==> src/rtl/instruction_fetch_if.sv <==
// Fetch-stage bus: instruction ROM port, hazard/redirect controls and IF/ID outputs.
// The master modport is the fetch stage; the slave modport is the surrounding pipeline.
interface instruction_fetch_if;
  localparam int unsigned XLEN = 32;

  logic [XLEN-1:0] imem_addr;
  logic [XLEN-1:0] imem_instr;
  logic            stall;
  logic            flush;
  logic            branch_taken;
  logic [XLEN-1:0] branch_target;
  logic            jump;
  logic [XLEN-1:0] jump_target;
  logic            exception;
  logic            irq;
  logic [XLEN-1:0] if_id_instr;
  logic [XLEN-1:0] if_id_pc_plus4;
  logic            if_id_valid;
  logic            irq_ack;
  logic [XLEN-1:0] epc;

  modport master (
    output imem_addr, if_id_instr, if_id_pc_plus4, if_id_valid, irq_ack, epc,
    input  imem_instr, stall, flush, branch_taken, branch_target,
           jump, jump_target, exception, irq
  );

  modport slave (
    input  imem_addr, if_id_instr, if_id_pc_plus4, if_id_valid, irq_ack, epc,
    output imem_instr, stall, flush, branch_taken, branch_target,
           jump, jump_target, exception, irq
  );
endinterface

==> src/rtl/instruction_fetch.sv <==
// MIPS fetch stage: owns the PC, arbitrates next-PC, fills IF/ID and records EPC.
module instruction_fetch #(
  parameter logic [31:0] RESET_PC    = 32'h8000_0000,
  parameter logic [31:0] INTR_VECTOR = 32'h8000_0004,
  parameter logic [31:0] EXCP_VECTOR = 32'h8000_0008
) (
  input  logic                clk,
  input  logic                reset_n,
  instruction_fetch_if.master bus
);

  logic [31:0] pc;
  logic [31:0] pc_plus4;
  logic [31:0] pc_next;
  logic        irq_ok;
  logic        redirect;

  // Bit 31 is the supervisor flag, so sequential flow never changes mode.
  assign pc_plus4 = {pc[31], pc[30:0] + 31'd4};

  // A masked or collided request simply waits: irq is level-sensitive.
  assign irq_ok   = bus.irq & ~pc[31] & ~bus.branch_taken & ~bus.jump & ~bus.stall;
  assign redirect = bus.exception | irq_ok | bus.branch_taken | bus.jump;

  assign bus.imem_addr = pc;

  always_comb begin
    pc_next = pc_plus4;
    if (bus.exception)         pc_next = EXCP_VECTOR;
    else if (irq_ok)           pc_next = INTR_VECTOR;
    else if (bus.branch_taken) pc_next = bus.branch_target;
    else if (bus.jump)         pc_next = bus.jump_target;
    else if (bus.stall)        pc_next = pc;
  end

  always_ff @(posedge clk or negedge reset_n) begin
    if (!reset_n) pc <= RESET_PC;
    else          pc <= pc_next;
  end

  // Any redirect squashes the word currently being fetched.
  always_ff @(posedge clk or negedge reset_n) begin
    if (!reset_n) begin
      bus.if_id_instr    <= '0;
      bus.if_id_pc_plus4 <= '0;
      bus.if_id_valid    <= 1'b0;
    end else if (redirect || bus.flush) begin
      bus.if_id_instr    <= '0;
      bus.if_id_pc_plus4 <= '0;
      bus.if_id_valid    <= 1'b0;
    end else if (!bus.stall) begin
      bus.if_id_instr    <= bus.imem_instr;
      bus.if_id_pc_plus4 <= pc_plus4;
      bus.if_id_valid    <= 1'b1;
    end
  end

  always_ff @(posedge clk or negedge reset_n) begin
    if (!reset_n) begin
      bus.epc     <= '0;
      bus.irq_ack <= 1'b0;
    end else begin
      bus.irq_ack <= irq_ok & ~bus.exception;
      if (bus.exception || irq_ok) bus.epc <= pc_plus4;
    end
  end

endmodule

==> src/flat_wrapper.sv <==
// flat-port wrapper written by rule: the top's interface ports become plain ports
module instruction_fetch_flat 
#(
  parameter logic [31:0] RESET_PC    = 32'h8000_0000,
  parameter logic [31:0] INTR_VECTOR = 32'h8000_0004,
  parameter logic [31:0] EXCP_VECTOR = 32'h8000_0008
)
  (clk, reset_n, bus_imem_addr, bus_if_id_instr, bus_if_id_pc_plus4, bus_if_id_valid, bus_irq_ack, bus_epc, bus_imem_instr, bus_stall, bus_flush, bus_branch_taken, bus_branch_target, bus_jump, bus_jump_target, bus_exception, bus_irq);
  instruction_fetch_if bus_i ();
  input  logic clk;
  input  logic reset_n;
  output wire logic [$bits(bus_i.imem_addr)-1:0] bus_imem_addr;
  output wire logic [$bits(bus_i.if_id_instr)-1:0] bus_if_id_instr;
  output wire logic [$bits(bus_i.if_id_pc_plus4)-1:0] bus_if_id_pc_plus4;
  output wire logic [$bits(bus_i.if_id_valid)-1:0] bus_if_id_valid;
  output wire logic [$bits(bus_i.irq_ack)-1:0] bus_irq_ack;
  output wire logic [$bits(bus_i.epc)-1:0] bus_epc;
  input wire logic [$bits(bus_i.imem_instr)-1:0] bus_imem_instr;
  input wire logic [$bits(bus_i.stall)-1:0] bus_stall;
  input wire logic [$bits(bus_i.flush)-1:0] bus_flush;
  input wire logic [$bits(bus_i.branch_taken)-1:0] bus_branch_taken;
  input wire logic [$bits(bus_i.branch_target)-1:0] bus_branch_target;
  input wire logic [$bits(bus_i.jump)-1:0] bus_jump;
  input wire logic [$bits(bus_i.jump_target)-1:0] bus_jump_target;
  input wire logic [$bits(bus_i.exception)-1:0] bus_exception;
  input wire logic [$bits(bus_i.irq)-1:0] bus_irq;
  assign bus_imem_addr = bus_i.imem_addr;
  assign bus_if_id_instr = bus_i.if_id_instr;
  assign bus_if_id_pc_plus4 = bus_i.if_id_pc_plus4;
  assign bus_if_id_valid = bus_i.if_id_valid;
  assign bus_irq_ack = bus_i.irq_ack;
  assign bus_epc = bus_i.epc;
  assign bus_i.imem_instr = bus_imem_instr;
  assign bus_i.stall = bus_stall;
  assign bus_i.flush = bus_flush;
  assign bus_i.branch_taken = bus_branch_taken;
  assign bus_i.branch_target = bus_branch_target;
  assign bus_i.jump = bus_jump;
  assign bus_i.jump_target = bus_jump_target;
  assign bus_i.exception = bus_exception;
  assign bus_i.irq = bus_irq;
  instruction_fetch #(.RESET_PC(RESET_PC), .INTR_VECTOR(INTR_VECTOR), .EXCP_VECTOR(EXCP_VECTOR)) u_core (.clk(clk), .reset_n(reset_n), .bus(bus_i));
endmodule
==> config.mk <==
export PLATFORM = sky130hd
export DESIGN_NAME = instruction_fetch_flat
export DESIGN_NICKNAME = d
export VERILOG_FILES = /design/src/rtl/instruction_fetch_if.sv /design/src/rtl/instruction_fetch.sv /design/src/flat_wrapper.sv
export SDC_FILE = /design/constraint.sdc
export NUM_CORES = 1
export LEC_CHECK = 0
export CAP_MARGIN = 20
export CORE_MARGIN = 2
export CORE_UTILIZATION = 44
export CTS_CLUSTER_SIZE = 40
export DETAILED_ROUTE_END_ITERATION = 10
export PLACE_DENSITY = 0.81
export RECOVER_POWER = 50
export SLEW_MARGIN = 40
export SYNTH_ARGS = -nofsm -noshare
export SYNTH_HDL_FRONTEND = slang
export SYNTH_SLANG_ARGS = --single-unit
==> constraint.sdc <==
create_clock -name clk -period 2.45 [get_ports clk]
set_input_delay 0.6125 -clock clk [delete_from_list [all_inputs] [get_ports clk]]
set_output_delay 0.6125 -clock clk [all_outputs]
set_load 0.01 [all_outputs]
==> run_results.csv, run 1 <==
group,metric,value,unit
timing,holdWs,476,ps
worst_setup_path,crit_start,"bus_jump",
drt,vias,5772,
grt,grt_pass1_wl,31.2,mm
layout,drive_gt1_share,11.0,%
clock_tree,numCtsBuffers,17,
worst_setup_path,path_class,"in -> reg",
layout,area_growth,55.0,%
synth,synth.top_cell.area_share,53.9,%
timing,rsz0062_at_grt,"no",
synth,synth.area.top_cells,"dfrtp_1, a22o_1, nor2_1, a21oi_1, o21ai_0",
synth,yosys.area.top_type,"dfrtp_1",
timing,hold_viol,0,
synth,synth_cell_type_count,57,
grt,grt_usage,27.7,%
synth,ys_seq_area_share,54.4,%
clock_tree,insertion_delay,420,ps
worst_setup_path,critPathArrivalTime,2620,ps
timing,maxSlewViolCount,0,
floorplan,boundaryPins,234,
clock_tree,root_buffer,"clkbuf_16",
timing,fmax,0.437,GHz
worst_setup_path,end_kind,"register",
floorplan,num_rows,42,
layout,final_cell_area,9280,sq um
clock_tree,clkTransAtPathRegs,60,ps
power_and_ir_drop,power.total,5.93,mW
clock_tree,cts_setup_buffers,0,
synth,synth_flop_cell,"dfrtp_1",
worst_setup_path,worstPathMaxFanout,16,
clock_tree,htreeDepth,4,
synth,synthCells,567,
synth,synth-edff-count,0,
clock_tree,clock_sinks,130,
clock_tree,cts_tree,"yes",
clock_tree,cts-resized-gates,0,
grt,grt_start_max_net_pins,65,
drt,drt_iter0_markers,520,
grt,antenna_found_initial,0,
hold_path,hp-start,"u_core.bus.if_id_pc_plus4[11]",
synth,ys_warn_count,0,
synth,synth_area_per_cell,10.6,sq um
drt,first_pass_iters,5,
synth,syn-num-nets,672,
power_and_ir_drop,p_leak,4.23,nW
drt,routedWlPerCell,19.8,um
clock_tree,clockBufferDepth,2,
layout,insertedDiodeCount,0,
synth,netlist_area,5990,sq um
floorplan,core-area,13200,sq um
worst_setup_path,crit_required,2780,ps
timing,setup_viol,0,
floorplan,die-area,14600,sq um
grt,grt_pass1_vias,5648,
synth,ys_ff_latch,130,
floorplan,fp.dieW,121,um
timing,max_slew_margin,6.63,%
layout,nets,921,
drt,viasPerCell,5.74,
worst_setup_path,critPathLaunchType,"primary input",
power_and_ir_drop,powerDensity,639,nW/um^2
clock_tree,ctsHoldBuffers,0,
grt,overflow,0,
worst_setup_path,rr_startpoint,"u_core.bus.imem_addr[3]",
timing,fin_crit_sh,93.4,%
status,run_status,"completed",
placement,placed_cells,972,
flow_run,maxCapViolations,0,
floorplan,start_util,45.2,%
timing,tightest_slew,1400,ps
drt,drc,0,
placement,port_buffers,233,
power_and_ir_drop,peakVddDrop,0.476,mV
timing,period_needed,2290,ps
placement,dp_hpwl,14.5,mm
synth,async_flop_share,100,%
drt,postRouteAntennaNets,0,
placement,place.gp.congestion,0.922,
floorplan,die_y,121,um
layout,layout.cells.non_filler,1005,
placement,placed_area,8670,sq um
drt,wl,19.9,mm
timing,fin_skew,6.16,ps
hold_path,hold_path_class,"reg -> reg",
cells in the mapped netlist (6+ instances only):
library cell	n
nor2_1	59
nand4_1	6
clkbuf_1	23
o21ai_0	37
mux2i_1	8
nor3_1	6
xnor2_1	15
xor2_1	10
a22oi_1	19
inv_1	13
nand3_1	11
a21oi_1	42
o32a_1	6
buf_2	7
dfrtp_1	129
a21o_1	10
nand2_1	44
a22o_1	46
layout make-up:
type                            instances  area (sq um)
Sequential cell                       130          3250
Timing Repair Buffer                  271          2640
Clock buffer                           19           453
Inverter                               13          48.8
Multi-Input combinational cell        383          2480
Fill cell                             968          3960
Clock inverter                         13           184
Tap cell                              176           220
critical path: stages:
cell and delay, ps:
clkdlybuf4s50_1 520, buf_12 210, or3_1 470, a221oi_1 490, a21oi_1 150, o21ai_0 170
flip-flops by register name, indices dropped and copies added (netlist names):
| signal | count |
|---|---|
| u_core.bus.epc | 32 |
| u_core.bus.irq_ack | 1 |
| u_core.bus.imem_addr | 32 |
| u_core.bus.if_id_pc_plus4 | 32 |
| u_core.bus.if_id_valid | 1 |
| u_core.bus.if_id_instr | 32 |
where the power goes:
| group | internal (mW) | switching (mW) | total [mW] |
|---|---|---|---|
| registers | 2.25 | 0.111 | 2.36 |
| clock network | 1.75 | 0.962 | 2.72 |
| logic | 0.455 | 0.397 | 0.852 |
metal layers:
metal / vias up / wire length (um) / GRT usage (%)
li1: 2567 / - / -
met1: 2839 / 8190 / 36.5
met2: 317 / 9580 / 44.5
met3: 49 / 1570 / 5.71
met4: 0 / 612 / 12.0
met5: - / 0 / 0
logic make-up after synthesis:
| logic type | share of synthesized area (%) |
|---|---|
| AOI/OAI and AO/OA | 21.9 |
| buffers and inverters | 4.31 |
| DFF | 54.4 |
| xor gates and xnor gates | 3.66 |
| adders and majority gates | 0.209 |
| muxes | 2.09 |
| and+or+nand+nor | 13.5 |
cells in the final DEF, fill, tap and decap left out, drive strengths merged, types with 2 or more instances in the layout:
cell type / synthesis / final
o2bb2ai: 4 / 4
xnor2: 15 / 15
buf: 17 / 33
clkinv: 0 / 6
inv: 13 / 13
dlygate4sd3: 0 / 56
a21o: 10 / 10
o21ai: 40 / 40
nor2b: 4 / 4
nand2: 44 / 44
nor2: 59 / 59
clkinvlp: 0 / 3
or3: 3 / 3
clkdlybuf4s50: 0 / 176
and3: 4 / 4
nor3: 9 / 9
bufinv: 0 / 4
a31oi: 4 / 4
a21oi: 42 / 42
and4: 2 / 2
mux2: 4 / 4
nand4: 9 / 9
xor2: 10 / 10
dfrtp: 129 / 129
clkbuf: 24 / 25
o32a: 6 / 6
a221oi: 3 / 3
a211o: 4 / 4
a22o: 47 / 47
mux2i: 8 / 8
nor4: 5 / 5
a221o: 4 / 4
nand3: 12 / 12
a22oi: 19 / 19
final timing paths:
kind	slack [ps]	cells past startpoint	to
setup / recovery	160	6	u_core.bus.imem_addr[5]
hold / removal	480	2	u_core.bus.if_id_pc_plus4[11]
setup reg to reg	180	7	u_core.bus.imem_addr[28]
hold reg to reg	480	2	u_core.bus.if_id_pc_plus4[11]
max in group asynchronous	550	2	u_core.bus.if_id_instr[0]
min in group asynchronous	510	1	u_core.bus.if_id_pc_plus4[29]
through the flow:
step	TNS, ps	worst slack [ps]	util [%]
3_5_place_dp	-3960	-206	65.4
5_1_grt	0	62.1	70.1
3_3_place_gp	-1410	-49.7	65.4
4_1_cts	0	192	70.3
2_1_floorplan	0	407	-
6_report	0	162	70.1
Note: power is estimated with default switching activity, not from simulation.
==> run 2: changes to the inputs <==
Settings changed: SETUP_SLACK_MARGIN set to 0.3.
==> run_results.csv, run 2 (synthesized netlist as in run 1, its figures left out) <==
group,metric,value,unit
floorplan,die-area,14600,sq um
grt,busiest_layer,"met2",
clock_tree,ctsHoldBuffers,0,
worst_setup_path,end_kind,"register",
layout,final_common_cell,"clkdlybuf4s50_1",
grt,grt_pass1_wl,31.6,mm
status,run_status,"completed",
clock_tree,clkTransAtPathRegs,60,ps
layout,drive_gt1_share,12.7,%
layout,area_growth,57.0,%
power_and_ir_drop,powerDensity,633,nW/um^2
grt,grt_pass1_vias,5753,
floorplan,core-area,13200,sq um
clock_tree,clock_sinks,130,
placement,place_ws,-206,ps
grt,met2_usage,45.1,%
layout,nets,925,
floorplan,boundaryPins,234,
clock_tree,insertion_delay,420,ps
power_and_ir_drop,peakVddDrop,0.482,mV
drt,vias,5843,
timing,holdWs,475,ps
flow_run,maxCapViolations,0,
timing,hold_viol,0,
drt,wl,20.2,mm
layout,multiInputGateArea,2540,sq um
placement,port_buffers,233,
placement,placed_area,8670,sq um
layout,layout.cells.non_filler,1009,
drt,first_pass_iters,5,
grt,grt_start_max_net_pins,65,
drt,drc,0,
clock_tree,root_buffer,"clkbuf_16",
timing,tightest_slew,1390,ps
worst_setup_path,critPathArrivalTime,2570,ps
drt,routedWlPerCell,20.0,um
grt,grt_usage,28.0,%
layout,regArea,3270,sq um
timing,period_needed,2250,ps
worst_setup_path,crit_required,2770,ps
grt,use_met1,36.3,%
timing,setup_ws,200,ps
clock_tree,numCtsBuffers,17,
placement,placed_cells,972,
layout,fillers,950,
drt,viasPerCell,5.79,
grt,antenna_found_initial,0,
layout,insertedDiodeCount,0,
timing,setup_viol,0,
timing,maxSlewViolCount,0,
floorplan,die_y,121,um
grt,use_met3,6.08,%
clock_tree,htreeDepth,4,
clock_tree,clockBufferDepth,2,
layout,post-route-util,70.9,%
worst_setup_path,critPathLaunchType,"primary input",
timing,fmax,0.445,GHz
timing,rsz0062_at_grt,"yes",
floorplan,start_util,45.2,%
clock_tree,cts_tree,"yes",
floorplan,fp.dieW,121,um
timing,fin_skew,6.27,ps
hold_path,hold_path_class,"reg -> reg",
power_and_ir_drop,p_leak,4.26,nW
placement,dp_hpwl,14.5,mm
grt,overflow,0,
floorplan,num_rows,42,
worst_setup_path,worstPathMaxFanout,13,
drt,drt_iter0_markers,603,
timing,max_slew_margin,7.42,%
layout,layout_common_cells,"clkdlybuf4s50_1, dfrtp_1, nor2_1",
drt,postRouteAntennaNets,0,
worst_setup_path,path_class,"in -> reg",
placement,place.gp.congestion,0.922,
layout,final_cell_area,9400,sq um
timing,fin_crit_sh,91.8,%
run 2: final cells by class:
class	count	area share [%]
well taps	176	2.34
repair buffers	275	28.5
flip-flops and latches	130	34.8
multi-input cells	383	27.1
clock buffers	19	4.82
clock inverters	13	1.96
inverters	13	0.519
run 2: stage by stage:
step	total power, mW	setup TNS [ps]
2_1_floorplan	2.69	0
3_3_place_gp	3.24	-1410
3_5_place_dp	3.26	-3960
4_1_cts	5.98	0
5_1_grt	6.15	0
6_report	5.95	0
run 2: repair_timing:
| item | 4_1_cts | 5_1_grt |
|---|---|---|
| buffers inserted | 4 | 1 |
| endpoints found under the setup margin | 10 | 67 |
| pin swaps | 1 | 2 |
| hold endpoints to repair | 0 | 0 |
| gates resized for setup | 7 | 16 |
run 2: critical path, stage by stage:
cell	delay, ps
dlygate4sd3_1	640
or3_1	510
nor2_1	170
clkbuf_2	310
a21oi_1	110
o21ai_0	210
run 2: where the power goes:
part | internal (mW) | switching, mW | total (mW) | leakage, nW
Combinational | 0.460 | 0.404 | 0.864 | 2.25
Clock | 1.75 | 0.962 | 2.72 | 0.305
Sequential | 2.26 | 0.113 | 2.37 | 1.71
run 2: worst paths after layout:
check                                              start                            end  slack [ps]  cells past startpoint
min in group asynchronous                        reset_n  u_core.bus.if_id_pc_plus4[29]         500                      1
hold reg to reg            u_core.bus.if_id_pc_plus4[11]  u_core.bus.if_id_pc_plus4[11]         470                      2
max in group asynchronous                        reset_n      u_core.bus.if_id_instr[0]         560                      2
setup reg to reg                 u_core.bus.imem_addr[7]       u_core.bus.imem_addr[17]         400                      6
hold / removal             u_core.bus.if_id_pc_plus4[11]  u_core.bus.if_id_pc_plus4[11]         470                      2
setup / recovery                                bus_jump        u_core.bus.imem_addr[5]         200                      6
run 2: routing by layer:
layer  wire length, um  up-vias
li1                  -     2575
met1              7960     2851
met2              9720      357
met3              1810       60
met4               726        0
met5                 0        -
